$ cat config.mk
export PLATFORM = sky130hd
export DESIGN_NAME = vscale_tohost_monitor
export DESIGN_NICKNAME = d
export VERILOG_FILES = /design/src/rtl/vscale_tohost_pkg.sv /design/src/rtl/vscale_tohost_fifo.sv /design/src/rtl/vscale_tohost_monitor.sv
export SDC_FILE = /design/constraint.sdc
export NUM_CORES = 1
export LEC_CHECK = 0
export BUFFER_PORTS_ARGS = -buffer_cell sky130_fd_sc_hd__buf_2
export CAP_MARGIN = 20
export CORE_MARGIN = 2
export CORE_UTILIZATION = 35
export CTS_CLUSTER_DIAMETER = 200
export DETAILED_ROUTE_END_ITERATION = 12
export PLACE_DENSITY = 0.58
export SLEW_MARGIN = 40
export SYNTH_ARGS = -nofsm -noshare
export SYNTH_HDL_FRONTEND = slang
export SYNTH_HIERARCHICAL = 1
export SYNTH_SLANG_ARGS = --single-unit
$ cat constraint.sdc
create_clock -name clk -period 6.3 [get_ports clk]
set_input_delay 1.26 -clock clk [delete_from_list [all_inputs] [get_ports clk]]
set_output_delay 1.26 -clock clk [all_outputs]
set_load 0.01 [all_outputs]
$ cat src/rtl/vscale_tohost_pkg.sv
// Shared types and constants for the vscale tohost end-of-test monitor.
package vscale_tohost_pkg;

    // Global verdict state; the three non-RUN states are terminal until reset.
    typedef enum logic [1:0] {
        RUN     = 2'd0,
        PASS    = 2'd1,
        FAIL    = 2'd2,
        TIMEOUT = 2'd3
    } tohost_state_e;

    // tohost value that signals a passing hart.
    localparam int TOHOST_PASS    = 1;
    // Byte offset of the console word relative to a hart's tohost word.
    localparam int CONSOLE_OFFSET = 4;

    // Width needed to index a hart; never narrower than one bit.
    function automatic int hart_idx_width(input int num_harts);
        return (num_harts > 1) ? $clog2(num_harts) : 1;
    endfunction

endpackage

$ cat src/rtl/vscale_tohost_fifo.sv
// Synchronous FIFO that accepts several pushes per cycle.
// Lanes are written in ascending index order; pushes that find no free slot
// are dropped and latch the sticky overflow flag. A pop is applied before the
// pushes of the same cycle, so push+pop on a full FIFO both succeed.
// DEPTH must be a power of two, at least 2.
module vscale_tohost_fifo #(
    parameter int WIDTH = 8,
    parameter int DEPTH = 16,
    parameter int LANES = 1
) (
    input  logic                   clk_i,
    input  logic                   rst_ni,
    input  logic [LANES-1:0]       push_i,
    input  logic [LANES*WIDTH-1:0] push_data_i,
    input  logic                   pop_i,
    output logic                   valid_o,
    output logic [WIDTH-1:0]       data_o,
    output logic                   overflow_o
);

    localparam int PW = $clog2(DEPTH);
    localparam logic [PW:0] FULL = (PW+1)'(DEPTH);

    logic [WIDTH-1:0] mem_q [DEPTH];
    logic [WIDTH-1:0] mem_d [DEPTH];
    logic [PW-1:0]    rd_q, rd_d, wr_q, wr_d;
    logic [PW:0]      cnt_q, cnt_d;
    logic             ovf_q, ovf_d;

    // Next-state: retire the head first, then place each pushing lane in order.
    always_comb begin
        mem_d = mem_q;
        rd_d  = rd_q;
        wr_d  = wr_q;
        cnt_d = cnt_q;
        ovf_d = ovf_q;
        if (pop_i && (cnt_q != '0)) begin
            rd_d  = rd_q + PW'(1);
            cnt_d = cnt_q - (PW+1)'(1);
        end
        for (int l = 0; l < LANES; l++) begin
            if (push_i[l]) begin
                if (cnt_d < FULL) begin
                    mem_d[wr_d] = push_data_i[l*WIDTH +: WIDTH];
                    wr_d        = wr_d + PW'(1);
                    cnt_d       = cnt_d + (PW+1)'(1);
                end else begin
                    ovf_d = 1'b1;
                end
            end
        end
    end

    // Storage and pointer registers, cleared by reset.
    always_ff @(posedge clk_i or negedge rst_ni) begin
        if (!rst_ni) begin
            for (int i = 0; i < DEPTH; i++) begin
                mem_q[i] <= '0;
            end
            rd_q  <= '0;
            wr_q  <= '0;
            cnt_q <= '0;
            ovf_q <= 1'b0;
        end else begin
            mem_q <= mem_d;
            rd_q  <= rd_d;
            wr_q  <= wr_d;
            cnt_q <= cnt_d;
            ovf_q <= ovf_d;
        end
    end

    assign valid_o    = (cnt_q != '0);
    assign data_o     = mem_q[rd_q];
    assign overflow_o = ovf_q;

endmodule

$ cat src/rtl/vscale_tohost_monitor.sv
// End-of-test monitor: snoops each hart's dmem store port for writes to that
// hart's tohost word and latches a single pass/fail/timeout verdict.
// Optional console FIFO enabled by defining VSCALE_TOHOST_CONSOLE_EN.
//
// Handshake: a console byte transfers on a clock edge where cons_valid and
// cons_ready are both high; cons_data is stable while cons_valid is high and
// cons_ready is low.
module vscale_tohost_monitor
    import vscale_tohost_pkg::*;
#(
    parameter int                    NUM_HARTS     = 1,
    parameter int                    ADDR_WIDTH    = 32,
    parameter int                    DATA_WIDTH    = 32,
    parameter logic [ADDR_WIDTH-1:0] TOHOST_BASE   = ADDR_WIDTH'(32'h0000_1000),
    parameter logic [ADDR_WIDTH-1:0] HART_STRIDE   = ADDR_WIDTH'(32'h0000_0040),
    parameter int                    CYCLE_WIDTH   = 64,
    parameter int                    CONSOLE_DEPTH = 16
) (
    input  logic                                 clk,
    input  logic                                 reset,
    input  logic [NUM_HARTS-1:0]                 dmem_write,
    input  logic [NUM_HARTS*ADDR_WIDTH-1:0]      dmem_addr,
    input  logic [NUM_HARTS*DATA_WIDTH-1:0]      dmem_wdata,
    input  logic [CYCLE_WIDTH-1:0]               max_cycles,
    output logic [CYCLE_WIDTH-1:0]               cycle_count,
    output logic [NUM_HARTS-1:0]                 hart_passed,
    output logic                                 done,
    output logic                                 pass,
    output logic                                 fail,
    output logic                                 timeout,
    output logic [hart_idx_width(NUM_HARTS)-1:0] fail_hart,
    output logic [DATA_WIDTH-2:0]                fail_code,
    output logic                                 cons_valid,
    output logic [7:0]                           cons_data,
    input  logic                                 cons_ready,
    output logic                                 cons_overflow
);

    localparam int HW = hart_idx_width(NUM_HARTS);

    logic [NUM_HARTS-1:0]            hit_d, hit_q;
    logic [NUM_HARTS*DATA_WIDTH-1:0] data_q;

    tohost_state_e                   state_q, state_d;
    logic [CYCLE_WIDTH-1:0]          count_q, count_d;
    logic [NUM_HARTS-1:0]            passed_q, passed_d, passed_next, fail_req;
    logic [HW-1:0]                   fail_hart_q, fail_hart_d, req_idx;
    logic [DATA_WIDTH-2:0]           fail_code_q, fail_code_d, req_code;

    // Per-hart address match against that hart's own tohost word.
    for (genvar g = 0; g < NUM_HARTS; g++) begin : g_match
        localparam logic [ADDR_WIDTH-1:0] HART_ADDR = TOHOST_BASE + HART_STRIDE * ADDR_WIDTH'(g);
        assign hit_d[g] = dmem_write[g] && (dmem_addr[g*ADDR_WIDTH +: ADDR_WIDTH] == HART_ADDR);
    end

    // Capture stage: register the match and the store data for every hart.
    always_ff @(posedge clk or negedge reset) begin
        if (!reset) begin
            hit_q  <= '0;
            data_q <= '0;
        end else begin
            hit_q  <= hit_d;
            data_q <= dmem_wdata;
        end
    end

    // Decode captured stores into pass bits and fail requests; pick lowest failing hart.
    always_comb begin
        passed_next = passed_q;
        fail_req    = '0;
        req_idx     = '0;
        req_code    = '0;
        for (int i = 0; i < NUM_HARTS; i++) begin
            if (hit_q[i] && !passed_q[i]) begin
                if (data_q[i*DATA_WIDTH +: DATA_WIDTH] == DATA_WIDTH'(TOHOST_PASS)) begin
                    passed_next[i] = 1'b1;
                end else if (data_q[i*DATA_WIDTH +: DATA_WIDTH] != '0) begin
                    fail_req[i] = 1'b1;
                end
            end
        end
        for (int i = NUM_HARTS - 1; i >= 0; i--) begin
            if (fail_req[i]) begin
                req_idx  = HW'(i);
                req_code = data_q[i*DATA_WIDTH + 1 +: DATA_WIDTH - 1];
            end
        end
    end

    // Verdict FSM next-state: FAIL beats PASS beats TIMEOUT; counter runs only while staying in RUN.
    always_comb begin
        state_d     = state_q;
        count_d     = count_q;
        passed_d    = passed_q;
        fail_hart_d = fail_hart_q;
        fail_code_d = fail_code_q;
        if (state_q == RUN) begin
            passed_d = passed_next;
            if (|fail_req) begin
                state_d     = FAIL;
                fail_hart_d = req_idx;
                fail_code_d = req_code;
            end else if (&passed_next) begin
                state_d = PASS;
            end else if ((max_cycles != '0) && (count_q > max_cycles)) begin
                state_d = TIMEOUT;
            end
            if ((state_d == RUN) && (count_q != '1)) begin
                count_d = count_q + CYCLE_WIDTH'(1);
            end
        end
    end

    // Verdict FSM state and result registers.
    always_ff @(posedge clk or negedge reset) begin
        if (!reset) begin
            state_q     <= RUN;
            count_q     <= '0;
            passed_q    <= '0;
            fail_hart_q <= '0;
            fail_code_q <= '0;
        end else begin
            state_q     <= state_d;
            count_q     <= count_d;
            passed_q    <= passed_d;
            fail_hart_q <= fail_hart_d;
            fail_code_q <= fail_code_d;
        end
    end

    assign cycle_count = count_q;
    assign hart_passed = passed_q;
    assign done        = (state_q != RUN);
    assign pass        = (state_q == PASS);
    assign fail        = (state_q == FAIL);
    assign timeout     = (state_q == TIMEOUT);
    assign fail_hart   = fail_hart_q;
    assign fail_code   = fail_code_q;

`ifdef VSCALE_TOHOST_CONSOLE_EN
    logic [NUM_HARTS-1:0]   cons_hit_d, cons_hit_q;
    logic [NUM_HARTS*8-1:0] cons_bytes;

    // Console match: store to tohost+4 with a non-zero low byte.
    for (genvar g = 0; g < NUM_HARTS; g++) begin : g_cons
        localparam logic [ADDR_WIDTH-1:0] CONS_ADDR =
            TOHOST_BASE + HART_STRIDE * ADDR_WIDTH'(g) + ADDR_WIDTH'(CONSOLE_OFFSET);
        assign cons_hit_d[g] = dmem_write[g]
                             && (dmem_addr[g*ADDR_WIDTH +: ADDR_WIDTH] == CONS_ADDR)
                             && (dmem_wdata[g*DATA_WIDTH +: 8] != 8'h00);
        assign cons_bytes[g*8 +: 8] = data_q[g*DATA_WIDTH +: 8];
    end

    // Console capture stage, aligned with the shared data capture register.
    always_ff @(posedge clk or negedge reset) begin
        if (!reset) begin
            cons_hit_q <= '0;
        end else begin
            cons_hit_q <= cons_hit_d;
        end
    end

    vscale_tohost_fifo #(
        .WIDTH (8),
        .DEPTH (CONSOLE_DEPTH),
        .LANES (NUM_HARTS)
    ) u_fifo (
        .clk_i       (clk),
        .rst_ni      (reset),
        .push_i      (cons_hit_q),
        .push_data_i (cons_bytes),
        .pop_i       (cons_valid && cons_ready),
        .valid_o     (cons_valid),
        .data_o      (cons_data),
        .overflow_o  (cons_overflow)
    );
`else
    logic [31:0] unused_cons;
    assign unused_cons   = {31'd0, cons_ready} ^ 32'(CONSOLE_DEPTH);
    assign cons_valid    = 1'b0;
    assign cons_data     = 8'h00;
    assign cons_overflow = 1'b0;
`endif

endmodule

After elaboration in Yosys (flattened, before gate mapping)
Cells that the tools add are included.

cells by class
  reductions and logical operators = 12
  muxes and demuxes = 9
  $lt $le $gt $ge = 1
  equality and inequality tests = 6
  add/sub/neg operators = 1

operators with widths
  kind                                              number
  adder 64 x 1 -> 64 bit (second input constant)    1
  > comparator 64 bit                               1
  != test 64 bit (second input constant)            1
  nonzero test 64 bit                               1
  == test 32 x 1 -> 1 bit (second input constant)   1
  == test 32 x 13 -> 1 bit (second input constant)  1
  nonzero test 32 bit                               1
  two-way mux 2 bit                                 4
  two-way mux 1 bit                                 5
  == test 2 bit (second input constant)             2
  logical AND 1 bit                                 4
  zero test 2 bit                                   2
  AND reduction 2 bit                               2
  == test 2 x 1 -> 1 bit (second input constant)    1
  nonzero test 2 bit                                1
  zero test 1 bit                                   1

storage, ports and cells
  output and inout port bits = 111
  register bits = 131

Logic depth before layout (Yosys ltp)
Gate-level depths: netlist of run 1.

  depth after elaboration = 9
  depth in mapped cells = 13
  gate-level depth less buffers = 11

Worst setup path before layout of run 1
No wires, ideal clock.

  path type = input -> register
  from = input port max_cycles[30]
  to = register count_q[23], in the netlist cycle_count[23]
  cell stages on the path = 12
  data required time = 6.173 ns
  setup slack = 2.510 ns
  setup time = 0.127 ns
  arrival = 3.664 ns
  path through = inv_1 ha_1 a21oi_1 nand2_1 a221oi_1 o211ai_1 o31ai_2 nand3_1 or2_1 buf_6 or4_4 xnor2_2

between the ends
  word-level cells in the longest chain between the ends = 9

RTL lines
  item                                                        line                          RTL
  start: declaration                                          vscale_tohost_monitor.sv:24   input logic [CYCLE_WIDTH-1:0] max_cycles,
  > comparator 64 bit or nonzero test 64 bit (tied branches)  vscale_tohost_monitor.sv:105  end else if ((max_cycles != '0) && (count_q > max_cycles)) begin
  logical AND 1 bit *                                         vscale_tohost_monitor.sv:105
  two-way mux 2 bit *                                         vscale_tohost_monitor.sv:105
  two-way mux 2 bit *                                         vscale_tohost_monitor.sv:103  end else if (&passed_next) begin
  two-way mux 2 bit *                                         vscale_tohost_monitor.sv:99   if (|fail_req) begin
  two-way mux 2 bit *                                         vscale_tohost_monitor.sv:97   if (state_q == RUN) begin
  zero test 2 bit *                                           vscale_tohost_monitor.sv:108  if ((state_d == RUN) && (count_q != '1)) begin
  logical AND 1 bit *                                         vscale_tohost_monitor.sv:108
  AND reduction 2 bit (no source line) *                      -
  end signal: assignment                                      vscale_tohost_monitor.sv:124  count_q <= count_d;
  end: declaration                                            vscale_tohost_monitor.sv:45   logic [CYCLE_WIDTH-1:0] count_q, count_d;

Every way passes the cells marked *; elsewhere a longest branch is shown, timed or not. The select of a mux whose other input is x is not followed.
A chain may end at the register's enable or synchronous reset.

Final worst setup path of run 1
  from = input port max_cycles[40]
  to = register count_q[23], in the netlist cycle_count[23]

The elaborated chain is that of the path after synthesis.

==> flow_summary.yaml, run 1 <==
die:
  dieArea_mm2: 0.0220
  start_util: 0.359
  die_h_um: 148
  ioPinCount: 243
  rows: 52
  die_x_um: 148
  core_area_mm2: 0.0203
place:
  place_hpwl_mm: 16.4
  place_worst_setup_slack_ns: 1.65
  io_buffers: 230
  gp_congestion: 0.814
synthesis:
  synth_common_cells: "131 x dfrtp_1, 74 x inv_1, 65 x ha_1"
  synth_edf_count: 0
  synth.area.top_cells: "dfrtp_1 45%, ha_1 11%, mux2_2 4.8%"
  synth-compound-area-share: 0.0483
  synth-xor-area-share: 0.0768
  ys_warn_count: 6
  ys.flop_type: "dfrtp_1"
  synthArstFlopShare: 1.00
  muxShareOfSynthArea: 0.0479
  synth_top_family_by_area: "simple AND/OR/NAND/NOR gates"
  yosys.area.top_type_share: 0.450
  yosysSeqAreaShare: 0.450
  synth.distinct_cells: 55
  synth_most_common_cell: "dfrtp_1"
  synth.avg_cell_area_um2: 10.3
  synthCells: 710
  ys_seq_elements: 131
  synth_simple_gate_area_frac: 0.207
  synth_area_mm2: 0.00728
  synth_adder_area_share: 0.112
  yosys.area.top_type: "dfrtp_1"
pwr:
  power_w: 0.00198
  power_density_mw_per_mm2: 212
  cellLeakagePower_nw: 5.08
  ir_worst_vdd_uv: 172
timing:
  tns_ns: 0
  setup_violations: 0
  setup_ws_ns: 2.08
  slew_headroom: 0.489
  clock.fmax_ghz: 0.237
  post-route-period-util: 0.670
  tightest_slew_ns: 0.759
  hold-worst-slack_ns: 0.497
  rsz0062_at_grt: "no"
  skew_ns: 0.0122
  period_minus_slack_ns: 4.22
  hold_viol_final: 0
  drv_slew: 0
clocking:
  h-tree-depth: 4
  cts_setup_buffers: 0
  numCtsBuffers: 17
  ctsResizeCount: 0
  cts_buffer_depth: 2
  cts_tree: "yes"
  insertion_delay_ns: 0.42
  cts_sinks: 131
  clock-root-buffer: "clkbuf_16"
  cts_hold_buf: 0
  cts.reportedPaths.clkPinSlew_ns: 0.06
layout:
  final_util: 0.460
  drive_gt1_frac: 0.323
  syn_to_final_growth_pct: 28.1
  nets: 1149
  insertedDiodeCount: 0
  nFillCells: 1981
routing:
  via_count: 6210
  via_per_inst: 5.03
  routedWlPerCell_um: 16.8
  drc: 0
  antenna_left: 0
  drt_iter0_drc: 276
  dr.pass1.iters: 5
  routed_wl_mm: 20.8
critical_path:
  crit_required_ns: 6.60
  crit_type: "in2reg"
  cp-start-kind: "input pin"
  critPathArrivalTime_ns: 4.52
  worstPathMaxFanout: 28
  cp-end-kind: "flop"
global_route:
  grt_pass1_wl_mm: 32.3
  overflow: 0
  grt_max_degree: 68
  antenna_found_initial: 0
  grt_usage: 0.190
  grt_pass1_vias: 5977
run:
  cap_violations: 0
hold_path:
  min_path_type: "reg2reg"
status:
  status: "complete, no violations"
==> worst paths after layout <==
path                                        startpoint  cells after the start                          end  slack (ns)
max                                     max_cycles[40]                     10  cycle_count[23]$_DFFE_PN0P_        2.08
min                          fail_code[23]$_DFFE_PN0P_                      1    fail_code[23]$_DFFE_PN0P_        0.50
max reg2reg                cycle_count[25]$_DFFE_PN0P_                     10  cycle_count[23]$_DFFE_PN0P_        2.32
min reg2reg                  fail_code[23]$_DFFE_PN0P_                      1    fail_code[23]$_DFFE_PN0P_        0.50
max in group asynchronous                        reset                      2  cycle_count[50]$_DFFE_PN0P_        4.62
min in group asynchronous                        reset                      1          data_q[4]$_DFF_PN0_        0.73
==> layout make-up <==
cell class,count,area [µm²],share of cell area
inverters,74,278,0.0298
well taps,270,338,0.0362
flip-flops and latches,131,3280,0.351
repair buffers,236,1200,0.129
clock inverters,14,180,0.0193
multi-input cells,492,3630,0.389
clock buffers,18,429,0.0460
==> metrics by stage <==
stage	instances	cell area, µm²
2_1_floorplan	720	7320
3_3_place_gp	1203	8720
3_5_place_dp	1203	8720
4_1_cts	1235	9330
5_1_grt	1235	9330
6_report	1235	9330
==> state kept, by name, summed over array words and instances (netlist names) <==
name and flops:
hit_q 1, cycle_count 64, hart_passed 1, data_q 32, fail_code 31, state_q 2
==> logic make-up after synthesis <==
| family | after synthesis |
|---|---|
| other | 1 |
| DFF | 131 |
| AOI/OAI and AO/OA | 53 |
| muxes | 31 |
| buffers and inverters | 97 |
| and+or+nand+nor | 269 |
| xor gates and xnor gates | 63 |
| adders and majority gates | 65 |
==> cell usage in the layout, fill, tap and decap left out, types with 4 or more instances in the layout <==
| cell type | Yosys | layout |
|---|---|---|
| clkinv_4 | 0 | 6 |
| and2_1 | 6 | 6 |
| inv_1 | 74 | 74 |
| nand3_1 | 37 | 37 |
| ha_1 | 65 | 65 |
| nand2_1 | 43 | 43 |
| nand4_1 | 43 | 43 |
| buf_2 | 4 | 229 |
| xor2_1 | 28 | 28 |
| conb_1 | 1 | 11 |
| and4_1 | 14 | 14 |
| o21ai_0 | 5 | 5 |
| dfrtp_1 | 131 | 131 |
| buf_4 | 11 | 6 |
| and3_1 | 16 | 16 |
| mux2_2 | 31 | 31 |
| nor2_1 | 29 | 28 |
| clkbuf_16 | 0 | 17 |
| a21oi_1 | 23 | 23 |
| a221oi_1 | 4 | 4 |
| nor4_1 | 35 | 35 |
| xnor2_1 | 34 | 34 |
| nor3_1 | 26 | 26 |
==> per-layer routing <==
layer	vias to the layer above	global-route usage	wire [µm]
met5	-	0	0
met4	0	0.0538	326
met3	16	0.0399	1120
met2	190	0.302	9950
met1	2990	0.263	9380
li1	3014	-	-
==> where the power goes <==
group          switching (W)  internal (W)  leakage, nW
registers         0.00000529      0.000852         1.74
clock network       0.000384      0.000627        0.291
logic              0.0000636     0.0000467         3.06
==> worst max-delay path, stage by stage <==
cell and delay [ns]:
buf_2 0.11, nor4_1 0.67, nand4_1 0.19, nor4_1 0.40
nor4bb_1 0.13, o31ai_2 0.14, nand3_1 0.29, or2_2 0.61
or4_4 0.57, xnor2_2 0.14
(Power assumes the default switching activity.)
==> run 2: changes to the inputs <==
- ABC_AREA: default -> 1
- PLACE_DENSITY: 0.58 -> 0.56
- clock period: 6.3 -> 3.95 ns (I/O delays scaled with it)
==> run 2 against run 1 <==
Sequential share of layout area down 4.9 points; worst setup slack got worse by 1.1 ns; synthesized area rose by 21%; clock-buffer cell count shrank 1; cell count is 43% higher; critical path type unchanged; critical endpoint is now cycle_count[48]$_DFFE_PN0P_; largest power group unchanged.
==> flow_summary.yaml, run 2 <==
synthesis:
  yosysSeqAreaShare: 0.373
  synth.area.top_cells: "dfrtp_1 37%, nand2_1 18%, ha_1 9.3%"
  synth.distinct_cells: 41
  synthArstFlopShare: 1.00
  synth_edf_count: 0
  synthCells: 1194
  synth.avg_cell_area_um2: 7.36
  synth_most_common_cell: "nand2_1"
  yosys.area.top_type_share: 0.373
  synth_area_mm2: 0.00879
  yosys.area.top_type: "dfrtp_1"
  ys_seq_elements: 131
  ys.flop_type: "dfrtp_1"
  ys_warn_count: 6
  synth_common_cells: "421 x nand2_1, 146 x inv_1, 131 x dfrtp_1"
layout:
  syn_to_final_growth_pct: 23.5
  drive_gt1_frac: 0.203
  nets: 1629
  largest_reg_flops: 64
  final_util: 0.444
  nFillCells: 2578
  layout_commonest_cell: "nand2_1"
  insertedDiodeCount: 0
  layout.cells.most_common_list: "421 x nand2_1, 229 x buf_2, 146 x inv_1"
run:
  cap_violations: 0
timing:
  clock.fmax_ghz: 0.338
  drv_slew: 0
  rsz0062_at_grt: "no"
  tns_ns: 0
  period_minus_slack_ns: 2.96
  post-route-period-util: 0.750
  setup_violations: 0
  tightest_slew_ns: 0.743
  setup_ws_ns: 0.988
  slew_headroom: 0.500
  skew_ns: 0.0201
  hold_viol_final: 0
place:
  place_worst_setup_slack_ns: 0.458
  place_hpwl_mm: 21.7
  gp_congestion: 0.951
  io_buffers: 230
critical_path:
  crit_required_ns: 4.26
  crit_family: "simple AND/OR/NAND/NOR gates"
  critPathArrivalTime_ns: 3.27
  cpMaxStageDelayCell: "nand4_4"
  critPathMaxStageDelay_ns: 0.44
  cp-start-kind: "input pin"
  worstPathMaxFanout: 34
  cpMostUsedCell: "nand2_1"
  path_buf_inv: 4
  cp-end-kind: "flop"
  crit_chain: "buf_2, inv_1, ha_1, nand2_1, inv_1, o21ai_0, a21oi_1, nor2_1, nand2_1, a21oi_1, nand2_1, nand2_2, nand4_4, buf_12, nand2_1, nand2_1"
  crit_type: "in2reg"
clocking:
  cts_setup_buffers: 0
  cts_buffer_depth: 2
  cts_tree: "yes"
  h-tree-depth: 4
  clock-root-buffer: "clkbuf_16"
  ctsResizeCount: 0
  insertion_delay_ns: 0.43
  numCtsBuffers: 17
  cts_hold_buf: 0
  cts_sinks: 131
  cts.reportedPaths.clkPinSlew_ns: 0.07
pwr:
  p_sw_frac: 0.259
  power_frac_seq: 0.431
  ir_worst_vdd_uv: 274
  power_density_mw_per_mm2: 291
  cellLeakagePower_nw: 5.98
  clockPowerShare: 0.515
  p_switching_w: 0.000820
  comb_power_share: 0.054
  intPower_w: 0.00234
routing:
  drc: 0
  routed_wl_mm: 26.6
  drt_iter0_drc: 476
  routedWlPerCell_um: 15.0
  via_count: 8368
  dr.pass1.iters: 4
  antenna_left: 0
  via_per_inst: 4.73
global_route:
  grt_usage: 0.208
  grt_pass1_vias: 8322
  antenna_found_initial: 0
  grt_max_degree: 45
  overflow: 0
  grt_pass1_wl_mm: 42.7
die:
  ioPinCount: 243
  dieArea_mm2: 0.0264
  core_area_mm2: 0.0245
  die_x_um: 162
  rows: 57
  start_util: 0.359
  die_h_um: 162
hold_path:
  min_path_type: "in2async"
status:
  status: "complete, no violations"
## run 2: changes by cell type after synthesis, moves of 15 or more
cell / before / now
o21ai_0: 5 / 25
inv_1: 74 / 146
mux2_2: 31 / 0
o21a_1: 1 / 16
xor2_1: 28 / 44
nor2_1: 29 / 113
nand2_1: 43 / 421
xnor2_1: 34 / 18
## run 2: through the flow
| step | instance area [µm²] | total power, W | std cells | hold WS (ns) |
|---|---|---|---|---|
| 3_3_place_gp | 10200 | 0.00156 | 1736 | 0.457 |
| 3_5_place_dp | 10200 | 0.00156 | 1737 | 0.460 |
| 6_report | 10900 | 0.00316 | 1769 | 0.336 |
| 5_1_grt | 10900 | 0.00328 | 1769 | 0.357 |
| 2_1_floorplan | 8820 | 0.00146 | 1204 | 0.449 |
| 4_1_cts | 10800 | 0.00321 | 1769 | 0.335 |
## run 2: worst register-to-register path: cells and delay by family (launching register included)
kind,cells,cell delay [ns]
flops,1,0.56
simple gates,9,1.36
fa+ha+maj,1,0.32
buf+inv,2,0.60
## run 2: layout make-up
type	instances	area (µm²)	share of cell area
sequential	131	3280	0.302
inverter	151	567	0.0522
tap	324	405	0.0374
clock buffer	17	425	0.0392
clock inverter	15	181	0.0167
timing repair buffer	239	1230	0.114
multi-input combinational	892	4760	0.439
## run 2: power groups by stage
stage	Combinational, W	Clock [W]	Sequential (W)
after floorplan	0.0000693	0	0.00139
after global placement	0.000170	0	0.00139
after detailed placement	0.000173	0	0.00139
after CTS	0.000174	0.00167	0.00136
after global routing	0.000199	0.00172	0.00137
final	0.000170	0.00163	0.00136
## run 2: final timing paths
| check | depth (start not counted) | slack [ns] | from | endpoint |
|---|---|---|---|---|
| worst min-delay path | 1 | 0.34 | reset | fail_code[15]$_DFFE_PN0P_ |
| min in group clk | 1 | 0.46 | dmem_wdata[15] | data_q[15]$_DFF_PN0_ |
| max in group asynchronous | 2 | 2.75 | reset | cycle_count[48]$_DFFE_PN0P_ |
| worst max-delay path | 16 | 0.99 | max_cycles[57] | cycle_count[48]$_DFFE_PN0P_ |
| worst min register to register | 2 | 0.47 | data_q[16]$_DFF_PN0_ | fail_code[15]$_DFFE_PN0P_ |
| worst max register to register | 12 | 0.99 | cycle_count[0]$_DFFE_PN0P_ | cycle_count[48]$_DFFE_PN0P_ |
## run 2: layer usage
metal | track usage | up-vias | share of wire
met3 | 0.0397 | 40 | 0.055
met1 | 0.270 | 3805 | 0.45
met5 | 0 | - | 0
met4 | 0.0684 | 0 | 0.026
met2 | 0.350 | 244 | 0.47
li1 | - | 4279 | -
## run 2: kinds of logic after synthesis
| logic type | Yosys count | synth area share |
|---|---|---|
| simple gates | 680 | 0.335 |
| xor+xnor | 62 | 0.0618 |
| other cells | 1 | 0.000427 |
| compound gates | 74 | 0.0473 |
| buf+inv | 181 | 0.0903 |
| fa+ha+maj | 65 | 0.0926 |
| flops | 131 | 0.373 |
==> run 3: changes to the inputs <==
- clock period: 3.95 -> 2.75 ns (I/O delays scaled with it)
==> run 3 against run 2 <==
Design area grew 5.1%; die area is the same; clock-buffer cell count is the same; core utilization grew 2.3 points; worst setup slack lost 0.74 ns; critical endpoint is now cycle_count[54]$_DFFE_PN0P_.
==> flow_summary.yaml, run 3 (synthesized netlist as in run 2, its figures left out) <==
status:
  status: "complete, no violations"
routing:
  via_per_inst: 4.67
  dr_wl_met3_mm: 1.69
  wl_met2_mm: 12.6
  antenna_left: 0
  highest_layer: "met4"
  via_count: 8562
  routedWlPerCell_um: 14.8
  drc: 0
  routed_wl_mm: 27.2
  wl_met1_mm: 12.2
  dr.pass1.iters: 5
  drt_iter0_drc: 529
critical_path:
  cp-start-kind: "flop"
  cpMostUsedCell: "nand2_1"
  cpMaxStageDelayCell: "dfrtp_1"
  crit_family: "simple AND/OR/NAND/NOR gates"
  path_depth: 9
  crit_chain: "ha_1, inv_1, nor4_2, nand2_1, nor4b_1, buf_4, xor2_1, nand2_1, nand2_1"
  critPathArrivalTime_ns: 2.87
  critPathMaxStageDelay_ns: 0.53
  worstPathMaxFanout: 7
  path_buf_inv: 2
  crit_type: "reg2reg"
  worstRegToRegCells: 9
  crit_required_ns: 3.12
  cp-end-kind: "flop"
timing:
  skew_ns: 0.0158
  rsz0062_at_grt: "no"
  drv_slew: 0
  tightest_slew_ns: 0.664
  slew_headroom: 0.554
  hold-worst-slack_ns: 0.0843
  hold_viol_final: 0
  clock.fmax_ghz: 0.399
  setup_violations: 0
  tns_ns: 0
  post-route-period-util: 0.910
  period_minus_slack_ns: 2.50
die:
  core_area_mm2: 0.0245
  dieArea_mm2: 0.0264
  start_util: 0.359
  die_x_um: 162
  ioPinCount: 243
  die_h_um: 162
  rows: 57
clocking:
  numCtsBuffers: 17
  cts_setup_buffers: 0
  cts_buffer_depth: 2
  h-tree-depth: 4
  cts_sinks: 131
  cts.reportedPaths.clkPinSlew_ns: 0.07
  insertion_delay_ns: 0.44
  clock-root-buffer: "clkbuf_16"
  cts_hold_buf: 0
  cts_tree: "yes"
  ctsResizeCount: 0
global_route:
  grt_pass1_wl_mm: 43.7
  grt_usage: 0.213
  overflow: 0
  grt_pass1_vias: 8521
  antenna_found_initial: 0
  grt_max_degree: 71
place:
  io_buffers: 230
  place_hpwl_mm: 22.6
  place_inst: 1802
  gp_congestion: 0.956
layout:
  drive_gt1_frac: 0.237
  layout.cells.most_common_list: "421 x nand2_1, 229 x buf_2, 146 x inv_1"
  nets: 1694
  fin_cells: 1834
  largest_reg_flops: 64
  layout_commonest_cell: "nand2_1"
  syn_to_final_growth_pct: 29.7
  insertedDiodeCount: 0
hold_path:
  min_path_type: "in2async"
pwr:
  ir_worst_vdd_uv: 402
  cellLeakagePower_nw: 6.34
  power_density_mw_per_mm2: 397
run:
  cap_violations: 0
## run 3: changes by cell type in the layout (fill, tap and decap cells not counted)
cell       change
clkinv_4       -2
nor4_1         +1
inv_8          -1
clkinv_8       +4
buf_4         +60
bufinv_16      -1
buf_12         +5
nor4_2         -1
## run 3: final timing paths
check | startpoint | to | slack, ns
max in group asynchronous | reset | cycle_count[13]$_DFFE_PN0P_ | 1.94
max reg2reg | cycle_count[0]$_DFFE_PN0P_ | cycle_count[54]$_DFFE_PN0P_ | 0.25
min in group clk | dmem_wdata[12] | data_q[12]$_DFF_PN0_ | 0.21
max | cycle_count[0]$_DFFE_PN0P_ | cycle_count[54]$_DFFE_PN0P_ | 0.25
min reg2reg | data_q[22]$_DFF_PN0_ | fail_code[21]$_DFFE_PN0P_ | 0.48
min | reset | fail_code[0]$_DFFE_PN0P_ | 0.08
## run 3: area by class of cell
type / count / area [µm²]
well taps: 324 / 405
multi-input cells: 892 / 4750
clock inverters: 15 / 188
flip-flops and latches: 131 / 3280
clock buffers: 17 / 425
inverters: 151 / 567
fillers: 2538 / 13100
repair buffers: 304 / 1780
## run 3: routing by layer
layer / global-route usage / up-vias
met5: 0 / -
met4: 0.0684 / 0
met3: 0.0441 / 36
met2: 0.357 / 251
met1: 0.277 / 3887
li1: - / 4388
## run 3: stage by stage
stage                     utilization  area, µm²  setup slack, ns  total power (W)
after floorplan                     -       8820            0.545          0.00209
after global placement          0.441      10800           0.0501          0.00224
after detailed placement        0.441      10800           0.0356          0.00225
final                           0.466      11400            0.247          0.00452
after global routing            0.466      11400           0.0237          0.00471
after CTS                       0.466      11400            0.258          0.00458
## run 3: power breakdown
group	internal, W	switching [W]
combinational	0.000107	0.000139
sequential	0.00195	0.00000882
clock	0.00124	0.00108
